--- config.mk ---
export PLATFORM = sky130hd
export DESIGN_NAME = ex_mem_branch_stage
export DESIGN_NICKNAME = d
export VERILOG_FILES = /design/src/rtl/ex_mem_branch_stage_pkg.sv /design/src/rtl/ex_mem_branch_stage_branch_cond.sv /design/src/rtl/ex_mem_branch_stage.sv
export SDC_FILE = /design/constraint.sdc
export NUM_CORES = 1
export LEC_CHECK = 0
export CORE_ASPECT_RATIO = 0.8
export CORE_UTILIZATION = 40
export CTS_BUF_LIST = sky130_fd_sc_hd__clkbuf_8
export DETAILED_ROUTE_END_ITERATION = 8
export GPL_TIMING_DRIVEN = 0
export PLACE_DENSITY = 0.73
export SLEW_MARGIN = 20
export SYNTH_ARGS = -nofsm -noshare
export SYNTH_HDL_FRONTEND = slang
export SYNTH_HIERARCHICAL = 1
export SYNTH_SLANG_ARGS = --single-unit
--- constraint.sdc ---
create_clock -name clk -period 4.6 [get_ports clk]
set_clock_uncertainty 0.15 [all_clocks]
set_input_delay 1.38 -clock clk [delete_from_list [all_inputs] [get_ports clk]]
set_output_delay 1.38 -clock clk [all_outputs]
set_load 0.05 [all_outputs]
--- src/rtl/ex_mem_branch_stage_pkg.sv ---
// Shared branch condition codes and stage state encodings for the EX/MEM branch stage.
// Optional statistics counters in the top are enabled by defining BRANCH_STATS_EN.
package ex_mem_branch_stage_pkg;

    localparam logic [2:0] BR_BEQ  = 3'b000;
    localparam logic [2:0] BR_BNE  = 3'b001;
    localparam logic [2:0] BR_BLT  = 3'b100;
    localparam logic [2:0] BR_BGE  = 3'b101;
    localparam logic [2:0] BR_BLTU = 3'b110;
    localparam logic [2:0] BR_BGEU = 3'b111;

    typedef enum logic {
        ST_RUN    = 1'b0,
        ST_SQUASH = 1'b1
    } state_e;

    // JALR targets always land on a halfword boundary.
    function automatic logic [31:0] clear_lsb(input logic [31:0] addr);
        clear_lsb = {addr[31:1], 1'b0};
    endfunction

endpackage

--- src/rtl/ex_mem_branch_stage_branch_cond.sv ---
// Combinational branch condition evaluation from the ALU flags of a SUB (rs1 - rs2).
module branch_cond
    import ex_mem_branch_stage_pkg::*;
(
    input  logic [2:0] funct3,
    input  logic       z,
    input  logic       s,
    input  logic       c,
    input  logic       v,
    input  logic       op_b_zero,
    output logic       cond
);

    // Unsigned compares treat a zero operand B as "no borrow" regardless of the carry.
    always_comb begin
        cond = 1'b0;
        case (funct3)
            BR_BEQ:  cond = z;
            BR_BNE:  cond = ~z;
            BR_BLT:  cond = s ^ v;
            BR_BGE:  cond = ~(s ^ v);
            BR_BLTU: cond = ~c & ~op_b_zero;
            BR_BGEU: cond = c | op_b_zero;
            default: cond = 1'b0;
        endcase
    end

endmodule

--- src/rtl/ex_mem_branch_stage.sv ---
// EX/MEM pipeline register with branch/jump resolution, PC redirect and one-slot squash.
// Define BRANCH_STATS_EN to add the br_count / br_taken_count statistics outputs.
module ex_mem_branch_stage
    import ex_mem_branch_stage_pkg::*;
#(
    parameter int XLEN       = 32,
    parameter int REG_ADDR_W = 5
) (
    input  logic                  clk,
    input  logic                  rst,
    input  logic                  stall,
    input  logic                  ex_valid,
    input  logic [XLEN-1:0]       alu_result,
    input  logic                  zFlag,
    input  logic                  sFlag,
    input  logic                  cFlag,
    input  logic                  vFlag,
    input  logic                  op_b_zero,
    input  logic                  is_branch,
    input  logic                  is_jal,
    input  logic                  is_jalr,
    input  logic [2:0]            funct3,
    input  logic [XLEN-1:0]       pc,
    input  logic [XLEN-1:0]       imm,
    input  logic [XLEN-1:0]       rs2_data,
    input  logic [REG_ADDR_W-1:0] rd,
    input  logic                  reg_write,
    input  logic                  mem_read,
    input  logic                  mem_write,
    output logic                  mem_valid,
    output logic [XLEN-1:0]       mem_alu_result,
    output logic [XLEN-1:0]       mem_rs2_data,
    output logic [REG_ADDR_W-1:0] mem_rd,
    output logic                  mem_reg_write,
    output logic                  mem_mem_read,
    output logic                  mem_mem_write,
    output logic                  redirect,
    output logic [XLEN-1:0]       redirect_pc,
    output logic                  flush_if_id,
    output logic                  flush_id_ex
`ifdef BRANCH_STATS_EN
    ,
    output logic [31:0]           br_count,
    output logic [31:0]           br_taken_count
`endif
);

    localparam logic [XLEN-1:0] PC_STEP = XLEN'(32'd4);

    state_e          state_r;
    state_e          state_nxt_s;
    logic            cond_s;
    logic            take_s;
    logic            squash_s;
    logic            fire_s;
    logic            keep_s;
    logic [XLEN-1:0] target_s;
    logic [XLEN-1:0] result_s;

    branch_cond u_branch_cond (
        .funct3    (funct3),
        .z         (zFlag),
        .s         (sFlag),
        .c         (cFlag),
        .v         (vFlag),
        .op_b_zero (op_b_zero),
        .cond      (cond_s)
    );

    assign take_s   = ex_valid & (is_jal | is_jalr | (is_branch & cond_s));
    assign squash_s = (state_r == ST_SQUASH);
    assign fire_s   = ~stall & ~squash_s & take_s;
    assign keep_s   = ex_valid & ~squash_s;

    // Redirect target and MEM-bound result (link address for jumps).
    always_comb begin
        target_s = pc + imm;
        result_s = alu_result;
        if (is_jalr) begin
            target_s = XLEN'(clear_lsb(32'(alu_result)));
        end else begin
            target_s = pc + imm;
        end
        if (is_jal | is_jalr) begin
            result_s = pc + PC_STEP;
        end else begin
            result_s = alu_result;
        end
    end

    // Next-state logic: one squash slot after every taken control transfer.
    always_comb begin
        state_nxt_s = state_r;
        if (stall) begin
            state_nxt_s = state_r;
        end else begin
            case (state_r)
                ST_RUN:    state_nxt_s = take_s ? ST_SQUASH : ST_RUN;
                ST_SQUASH: state_nxt_s = ST_RUN;
                default:   state_nxt_s = ST_RUN;
            endcase
        end
    end

    // State register.
    always_ff @(posedge clk or negedge rst) begin
        if (!rst) begin
            state_r <= ST_RUN;
        end else begin
            state_r <= state_nxt_s;
        end
    end

    // EX/MEM pipeline register and redirect/flush outputs; everything holds on stall.
    always_ff @(posedge clk or negedge rst) begin
        if (!rst) begin
            mem_valid      <= 1'b0;
            mem_alu_result <= '0;
            mem_rs2_data   <= '0;
            mem_rd         <= '0;
            mem_reg_write  <= 1'b0;
            mem_mem_read   <= 1'b0;
            mem_mem_write  <= 1'b0;
            redirect       <= 1'b0;
            redirect_pc    <= '0;
            flush_if_id    <= 1'b0;
            flush_id_ex    <= 1'b0;
        end else if (!stall) begin
            mem_valid      <= keep_s;
            mem_alu_result <= result_s;
            mem_rs2_data   <= rs2_data;
            mem_rd         <= rd;
            mem_reg_write  <= keep_s & reg_write;
            mem_mem_read   <= keep_s & mem_read;
            mem_mem_write  <= keep_s & mem_write;
            redirect       <= fire_s;
            flush_if_id    <= fire_s;
            flush_id_ex    <= fire_s;
            if (fire_s) begin
                redirect_pc <= target_s;
            end
        end
    end

`ifdef BRANCH_STATS_EN
    // Branch statistics: only real (non-squashed, non-stalled) branches are counted.
    always_ff @(posedge clk or negedge rst) begin
        if (!rst) begin
            br_count       <= 32'd0;
            br_taken_count <= 32'd0;
        end else if (!stall && !squash_s && ex_valid && is_branch) begin
            br_count <= br_count + 32'd1;
            if (cond_s) begin
                br_taken_count <= br_taken_count + 32'd1;
            end
        end
    end
`endif

endmodule

* Word level (Yosys, flattened, before mapping)
Index checks and enable logic that the tools add are counted.
** Storage, ports and cells
- Register bits :: 107
- Output and inout bits :: 108
- Logic and storage cells :: 43
** Cells by class
- Add/subtract/negate cells :: 2
- Equality and inequality tests :: 5
- Muxes and demuxes :: 5
- Bitwise operators :: 19
- Reduce and logical (&&, ||, !) cells :: 2
** Operators with widths (count)
- two-way mux 32 bit :: 2
- adder 32 x 3 -> 32 bit (second input constant) :: 1
- adder 32 bit :: 1
- equality test 3 bit (second input constant) :: 4
- bitwise AND 1 bit :: 9
- inverter 1 bit :: 6
- case mux 1 bit (6 select lines) :: 1
- equality test 3 x 1 -> 1 bit (second input constant) :: 1
- zero test 3 bit :: 1
- OR 1 bit :: 3
- case mux 1 bit (2 select lines) :: 1
- AND reduction 2 bit :: 1
- two-way mux 1 bit :: 1
- XOR 1 bit :: 1

* Longest topological paths before layout
Gate-level depths: netlist of the first run.
- Word-level depth :: 8
- Mapped depth :: 11
- Mapped depth without buffers :: 10

* Modules after synthesis
The synthesis of the first run kept the hierarchy.
** By module, submodules not included
- ex_mem_branch_stage :: times used 1, cells an instance 758, area each 6866.6 um^2
- branch_cond :: times used 1, cells an instance 7, area each 67.6 um^2

* Worst setup path after synthesis of the first run
No wires, ideal clock.
- Kind :: input to register
- Start :: input port pc[0]
- End :: register redirect_pc[30]
- Setup time :: 133 ps
- Arrival :: 3379 ps
- Data required time :: 4317 ps
- Path slack :: 938 ps
- Stages :: 9
- Cell sequence :: ha_1 fa_1 a21o_1 a221oi_4 o211a_1 a31oi_2 o2bb2ai_1 o41ai_1 a31oi_1
** Between the ends
- Word-level cells in the longest chain between the ends :: 2
** RTL lines
- start, declared :: RTL line ex_mem_branch_stage.sv:23 : input logic [XLEN-1:0] pc,
- adder 32 bit :: RTL line ex_mem_branch_stage.sv:82 : target_s = pc + imm;
- two-way mux 32 bit :: RTL line ex_mem_branch_stage.sv:79 : if (is_jalr) begin
- end signal, assigned :: RTL line ex_mem_branch_stage.sv:140 : redirect_pc <= target_s;
- end, declared :: RTL line ex_mem_branch_stage.sv:38 : output logic [XLEN-1:0] redirect_pc,
No other way between the ends.
A chain may end at the register's enable or synchronous reset.

* Worst setup path after layout of the first run
- Start :: input port pc[0]
- End :: register redirect_pc[24]
The elaborated chain is that of the path after synthesis.

==> results.sh, run 1 <==
export IMPL_antenna_found_initial=0
export IMPL_numCtsBuffers=9
export IMPL_synth_area_mm2=0.006934
export IMPL_grt_setup_unrepaired="false"
export IMPL_vias_per_cell=5.444
export IMPL_arrival_ns=4.20
export IMPL_nets=1218
export IMPL_rows=42
export IMPL_synthArstFlopShare_pct=100.0
export IMPL_core_mm2=0.01676
export IMPL_hold_class="register to register"
export IMPL_status="completed"
export IMPL_drive_above_1_share_pct=7.411
export IMPL_grt_max_degree=82
export IMPL_final_area_mm2=0.01001
export IMPL_clock_sinks=107
export IMPL_final_common_cell="clkdlybuf4s50_1"
export IMPL_slowest_delay_ns=0.47
export IMPL_max_cap_viol_count=0
export IMPL_die_area_mm2=0.01787
export IMPL_layout_common_cells="clkdlybuf4s50_1 (256), dfrtp_1 (107), nand2_1 (78)"
export IMPL_finalHoldViolCount=0
export IMPL_crit_type="input port to register"
export IMPL_syn2layout_area_growth_pct=44.35
export IMPL_holdWs_ns=0.3372
export IMPL_netlist_instances=765
export IMPL_grt_pass1_vias=6561
export IMPL_ys_flop_type="dfrtp_1"
export IMPL_slew_limit_headroom_pct=56.14
export IMPL_clock_path_buffers=2
export IMPL_power_leakage_nw=4.091
export IMPL_comb_power_share_pct=47.1
export IMPL_fillers=1486
export IMPL_clock_latency_ns=0.39
export IMPL_fmax_ghz=0.2458
export IMPL_drc=0
export IMPL_ir_drop_mv=0.1796
export IMPL_p_int_mw=1.926
export IMPL_power_share_switching_pct=42.66
export IMPL_final_core_util_pct=59.71
export IMPL_cts_hold_buf=0
export IMPL_setup_violations=0
export IMPL_p_per_area_mw_per_mm2=335.5
export IMPL_grt_pass1_wl_um=36490
export IMPL_crit_chain="clkdlybuf4s50_1, ha_1, fa_1, a21o_1, a221oi_4, nor4_2, a2111oi_4, o31ai_4, mux2i_1, nand3_1"
export IMPL_dr_first_iter_drc_count=421
export IMPL_p_seq_share_pct=34.7
export IMPL_dp_cells=1243
export IMPL_gr_total_overflow=0
export IMPL_drtAntennaViolNets=0
export IMPL_synth_nets=949
export IMPL_port_buffer_count=257
export IMPL_finalWorstSetupSlack_ns=0.5309
export IMPL_n_antenna_cell=0
export IMPL_synth_edff_count=0
export IMPL_post_dp_cell_area_mm2=0.009811
export IMPL_fin_crit_ns=4.069
export IMPL_cts_max_level=3
export IMPL_worst_pin_slew_ns=0.6579
export IMPL_syn_area_per_cell_um2=9.064
export IMPL_drv_slew=0
export IMPL_crit_fanout=5
export IMPL_cts_resized=0
export IMPL_layout_cells_non_filler=1259
export IMPL_wl_um=24380
export IMPL_wl_per_cell_um=19.36
export IMPL_clockPowerShare_pct=18.1
export IMPL_synth_seq_cells=107
export IMPL_min_period_over_period_pct=88.46
export IMPL_crit_path_end_kind="register"
export IMPL_dp_hpwl_um=19580
export IMPL_yosys_warnings=6
export IMPL_first_pass_iters=5
export IMPL_dp_slack_ns=0.1503
export IMPL_gp_congestion=0.9764
export IMPL_start_util_pct=41.36
export IMPL_yosysSeqAreaShare_pct=38.61
export IMPL_cp_required_ns=4.73
export IMPL_via_count=6854
export IMPL_grtUsageTotal_pct=27.27
export IMPL_p_switching_mw=1.433
export IMPL_worst_setup_path_start_kind="input port"
export IMPL_die_y_um=119.8
export IMPL_finalSetupTns_ns=0
export IMPL_ys_types=66
export IMPL_post_cts_buffers=0
export IMPL_die_x_um=149.2
export IMPL_p_total_mw=3.358
export IMPL_cp_slowest_cell="a2111oi_4"
export IMPL_ios=259
export IMPL_clk_pin_slew_ns=0.11
export IMPL_cts_tree="built"
export IMPL_clockRootBuffer="clkbuf_8"
## area by class of cell
type,count,area [um2],share of cell area [%]
buffer,50,200.2,2.000
clock buffer,9,123.9,1.238
inverter,16,60.06,0.6000
sequential,107,2678,26.75
multi-input combinational,592,3996,39.92
tap,220,275.3,2.750
clock inverter,7,75.07,0.7500
timing repair buffer,258,2601,25.99
## cells in the mapped netlist, drive strengths merged (3+ instances only)
library cell,instances,area share (%)
a211oi,5,0.69
a21boi,4,0.43
a21o,13,1.4
a21oi,76,5.5
a221oi,11,1.8
a22o,3,0.38
a31oi,9,0.90
and2,4,0.36
and3,19,1.7
and4,3,0.38
buf,9,0.67
clkbuf,41,2.2
dfrtp,107,39
ha,32,5.8
inv,16,0.87
mux2,38,6.2
mux2i,7,1.0
nand2,79,4.3
nand2b,4,0.36
nand3,17,1.2
nand3b,4,0.43
nand4,13,1.2
nor2,54,2.9
nor3,15,1.1
nor3b,3,0.32
nor4,7,0.72
o211a,3,0.43
o21a,8,0.87
o21ai,68,5.0
o21bai,4,0.43
o22ai,3,0.27
or3,7,0.63
xnor2,28,3.5
xor2,28,3.5
## worst paths after layout
check	from	endpoint	slack (ns)	cells past startpoint
worst max-delay path	pc[0]	redirect_pc[24]	0.53	10
worst min-delay path	redirect_pc[6]	redirect_pc[6]	0.34	2
worst max register to register	squash_s	redirect_pc[30]	1.96	7
worst min register to register	redirect_pc[6]	redirect_pc[6]	0.34	2
max in group asynchronous	rst	mem_rs2_data[19]	2.92	2
min in group asynchronous	rst	redirect_pc[7]	0.69	1
## registers in the layout, indices dropped and copies added, names as in the netlist
| name | count |
|---|---|
| squash_s | 1 |
| mem_valid | 1 |
| redirect_pc | 32 |
| mem_mem_read | 1 |
| mem_rs2_data | 32 |
| mem_rd | 5 |
| mem_mem_write | 1 |
| flush_if_id | 1 |
| mem_alu_result | 32 |
| mem_reg_write | 1 |
## critical path, delay by kind of cell
family,cells,cell delay (ns)
fa+ha+maj,2,0.69
buf+inv,1,0.42
simple gates,2,0.22
mux,1,0.23
compound gates,4,1.25
## power by group through the flow
stage               combinational (mW)  sequential [mW]  clock, mW
CTS                               1.58             1.17      0.622
floorplan                        0.442             1.68          0
finish                            1.58             1.17      0.609
detailed placement                1.58             1.18          0
global placement                  1.56             1.18          0
global route                      1.67             1.18      0.655
## layer usage
metal	track usage, %	vias to the layer above	wire [um]
li1	-	3295	-
met1	37.64	3214	10740
met2	43.46	321	11230
met3	5.247	24	2039
met4	7.398	0	376
met5	0	-	0
## cell families after synthesis
group / count (synthesis) / synth area share [%]
and+or+nand+nor: 234 / 16.17
muxes: 45 / 7.182
buffers and inverters: 66 / 3.753
adders and majority gates: 33 / 6.063
DFF: 107 / 38.61
xor gates and xnor gates: 57 / 7.398
AOI/OAI and AO/OA: 223 / 20.82
Power figures use the tool's default switching activity.
==> run 2, diff against run 1 <==
--- a/config.mk
+++ b/config.mk
@@ -11,7 +11,6 @@
 export DETAILED_ROUTE_END_ITERATION = 8
 export GPL_TIMING_DRIVEN = 0
 export PLACE_DENSITY = 0.73
-export SLEW_MARGIN = 20
 export SYNTH_ARGS = -nofsm -noshare
 export SYNTH_HDL_FRONTEND = slang
 export SYNTH_HIERARCHICAL = 1
==> results.sh, run 2 (synthesis gave the netlist of run 1 again) <==
export IMPL_status="completed"
export IMPL_clockRootBuffer="clkbuf_8"
export IMPL_clock_path_buffers=2
export IMPL_antenna_found_initial=0
export IMPL_final_area_mm2=0.01001
export IMPL_reg_top3="mem_alu_result: 32 flops, mem_rs2_data: 32 flops, redirect_pc: 32 flops"
export IMPL_dp_slack_ns=0.1522
export IMPL_power_leakage_nw=4.090
export IMPL_die_area_mm2=0.01787
export IMPL_post_cts_buffers=0
export IMPL_worst_pin_slew_ns=0.6371
export IMPL_min_from="redirect_pc[24]"
export IMPL_ir_drop_mv=0.1608
export IMPL_grtUsageTotal_pct=27.40
export IMPL_max_cap_viol_count=0
export IMPL_crit_type="input port to register"
export IMPL_wl_um=24290
export IMPL_finalHoldViolCount=0
export IMPL_nets=1218
export IMPL_min_period_over_period_pct=88.80
export IMPL_die_y_um=119.8
export IMPL_cp_startpoint="pc[0]"
export IMPL_dp_hpwl_um=19580
export IMPL_post_dp_cell_area_mm2=0.009807
export IMPL_regArea_mm2=0.002678
export IMPL_final_core_util_pct=59.69
export IMPL_wl_per_cell_um=19.29
export IMPL_multi_input_area_mm2=0.003996
export IMPL_drtAntennaViolNets=0
export IMPL_grt_pass1_wl_um=36760
export IMPL_die_x_um=149.2
export IMPL_p_per_area_mw_per_mm2=335.5
export IMPL_arrival_ns=4.21
export IMPL_dr_first_iter_drc_count=466
export IMPL_slowest_delay_ns=0.45
export IMPL_crit_path_end_kind="register"
export IMPL_fillers=1499
export IMPL_grt_max_degree=73
export IMPL_crit_fanout=5
export IMPL_cts_tree="built"
export IMPL_drv_slew=0
export IMPL_via_count=6869
export IMPL_finalWorstSetupSlack_ns=0.5153
export IMPL_hold_class="register to register"
export IMPL_rr_startpoint="squash_s"
export IMPL_holdWs_ns=0.3365
export IMPL_syn2layout_area_growth_pct=44.30
export IMPL_slew_limit_headroom_pct=57.52
export IMPL_crit_chain="clkdlybuf4s50_1, ha_1, fa_1, a21o_1, a221oi_4, nor4_2, a2111oi_4, o31ai_4, mux2i_1, nand3_1"
export IMPL_cts_max_level=3
export IMPL_cts_hold_buf=0
export IMPL_vias_per_cell=5.456
export IMPL_layout_common_cells="clkdlybuf4s50_1 (256), dfrtp_1 (107), nand2_1 (78)"
export IMPL_final_common_cell="clkdlybuf4s50_1"
export IMPL_port_buffer_count=257
export IMPL_worst_setup_path_start_kind="input port"
export IMPL_clk_pin_slew_ns=0.10
export IMPL_first_pass_iters=5
export IMPL_start_util_pct=41.36
export IMPL_cp_required_ns=4.73
export IMPL_clock_sinks=107
export IMPL_cts_resized=0
export IMPL_ios=259
export IMPL_drive_above_1_share_pct=7.411
export IMPL_cp_slowest_cell="a2111oi_4"
export IMPL_setup_violations=0
export IMPL_numCtsBuffers=9
export IMPL_n_antenna_cell=0
export IMPL_drc=0
export IMPL_clock_latency_ns=0.39
export IMPL_grt_setup_unrepaired="false"
export IMPL_gp_congestion=0.9764
export IMPL_core_mm2=0.01676
export IMPL_fin_crit_ns=4.085
export IMPL_fmax_ghz=0.2448
export IMPL_grt_pass1_vias=6521
export IMPL_gr_total_overflow=0
export IMPL_rows=42
## run 2: worst paths after layout
kind / cells past startpoint / slack (ns) / to
min in group asynchronous: 1 / 0.79 / redirect_pc[1]
hold reg to reg: 2 / 0.34 / redirect_pc[24]
max in group asynchronous: 2 / 2.78 / mem_mem_read
hold / removal: 2 / 0.34 / redirect_pc[24]
setup / recovery: 10 / 0.52 / redirect_pc[24]
setup reg to reg: 7 / 1.96 / redirect_pc[30]
## run 2: through the flow
stage,setup TNS [ns],power [mW],cells
after global placement,-231.80,2.738,1242
after detailed placement,0,2.759,1243
after floorplan,0,2.125,765
after CTS,0,3.362,1259
after global routing,0,3.505,1259
final,0,3.357,1259
## run 2: cell type report
| class | instances | share of cell area (%) |
|---|---|---|
| multi-input combinational | 592 | 39.94 |
| sequential | 107 | 26.76 |
| timing repair buffer | 258 | 25.96 |
| tap | 220 | 2.751 |
| buffer | 50 | 2.001 |
| clock buffer | 9 | 1.238 |
| clock inverter | 7 | 0.7503 |
| inverter | 16 | 0.6002 |
## run 2: critical path, delay by kind of cell
| family | cells | cell delay, ns |
|---|---|---|
| compound gates | 4 | 1.23 |
| buf+inv | 1 | 0.42 |
| simple gates | 2 | 0.22 |
| mux | 1 | 0.26 |
| fa+ha+maj | 2 | 0.69 |
## run 2: where the power goes
group	switching, mW	internal (mW)
sequential	0.0839	1.08
combinational	0.995	0.585
clock	0.353	0.257
total	1.43	1.93
## run 2: layer usage
layer  global-route usage [%]  wire, um  vias to the layer above
met1                    37.92     10760                     3245
met4                    6.888       456                        0
li1                         -         -                     3294
met3                    5.551      1939                       23
met5                        0         0                        -
met2                    43.58     11130                      307
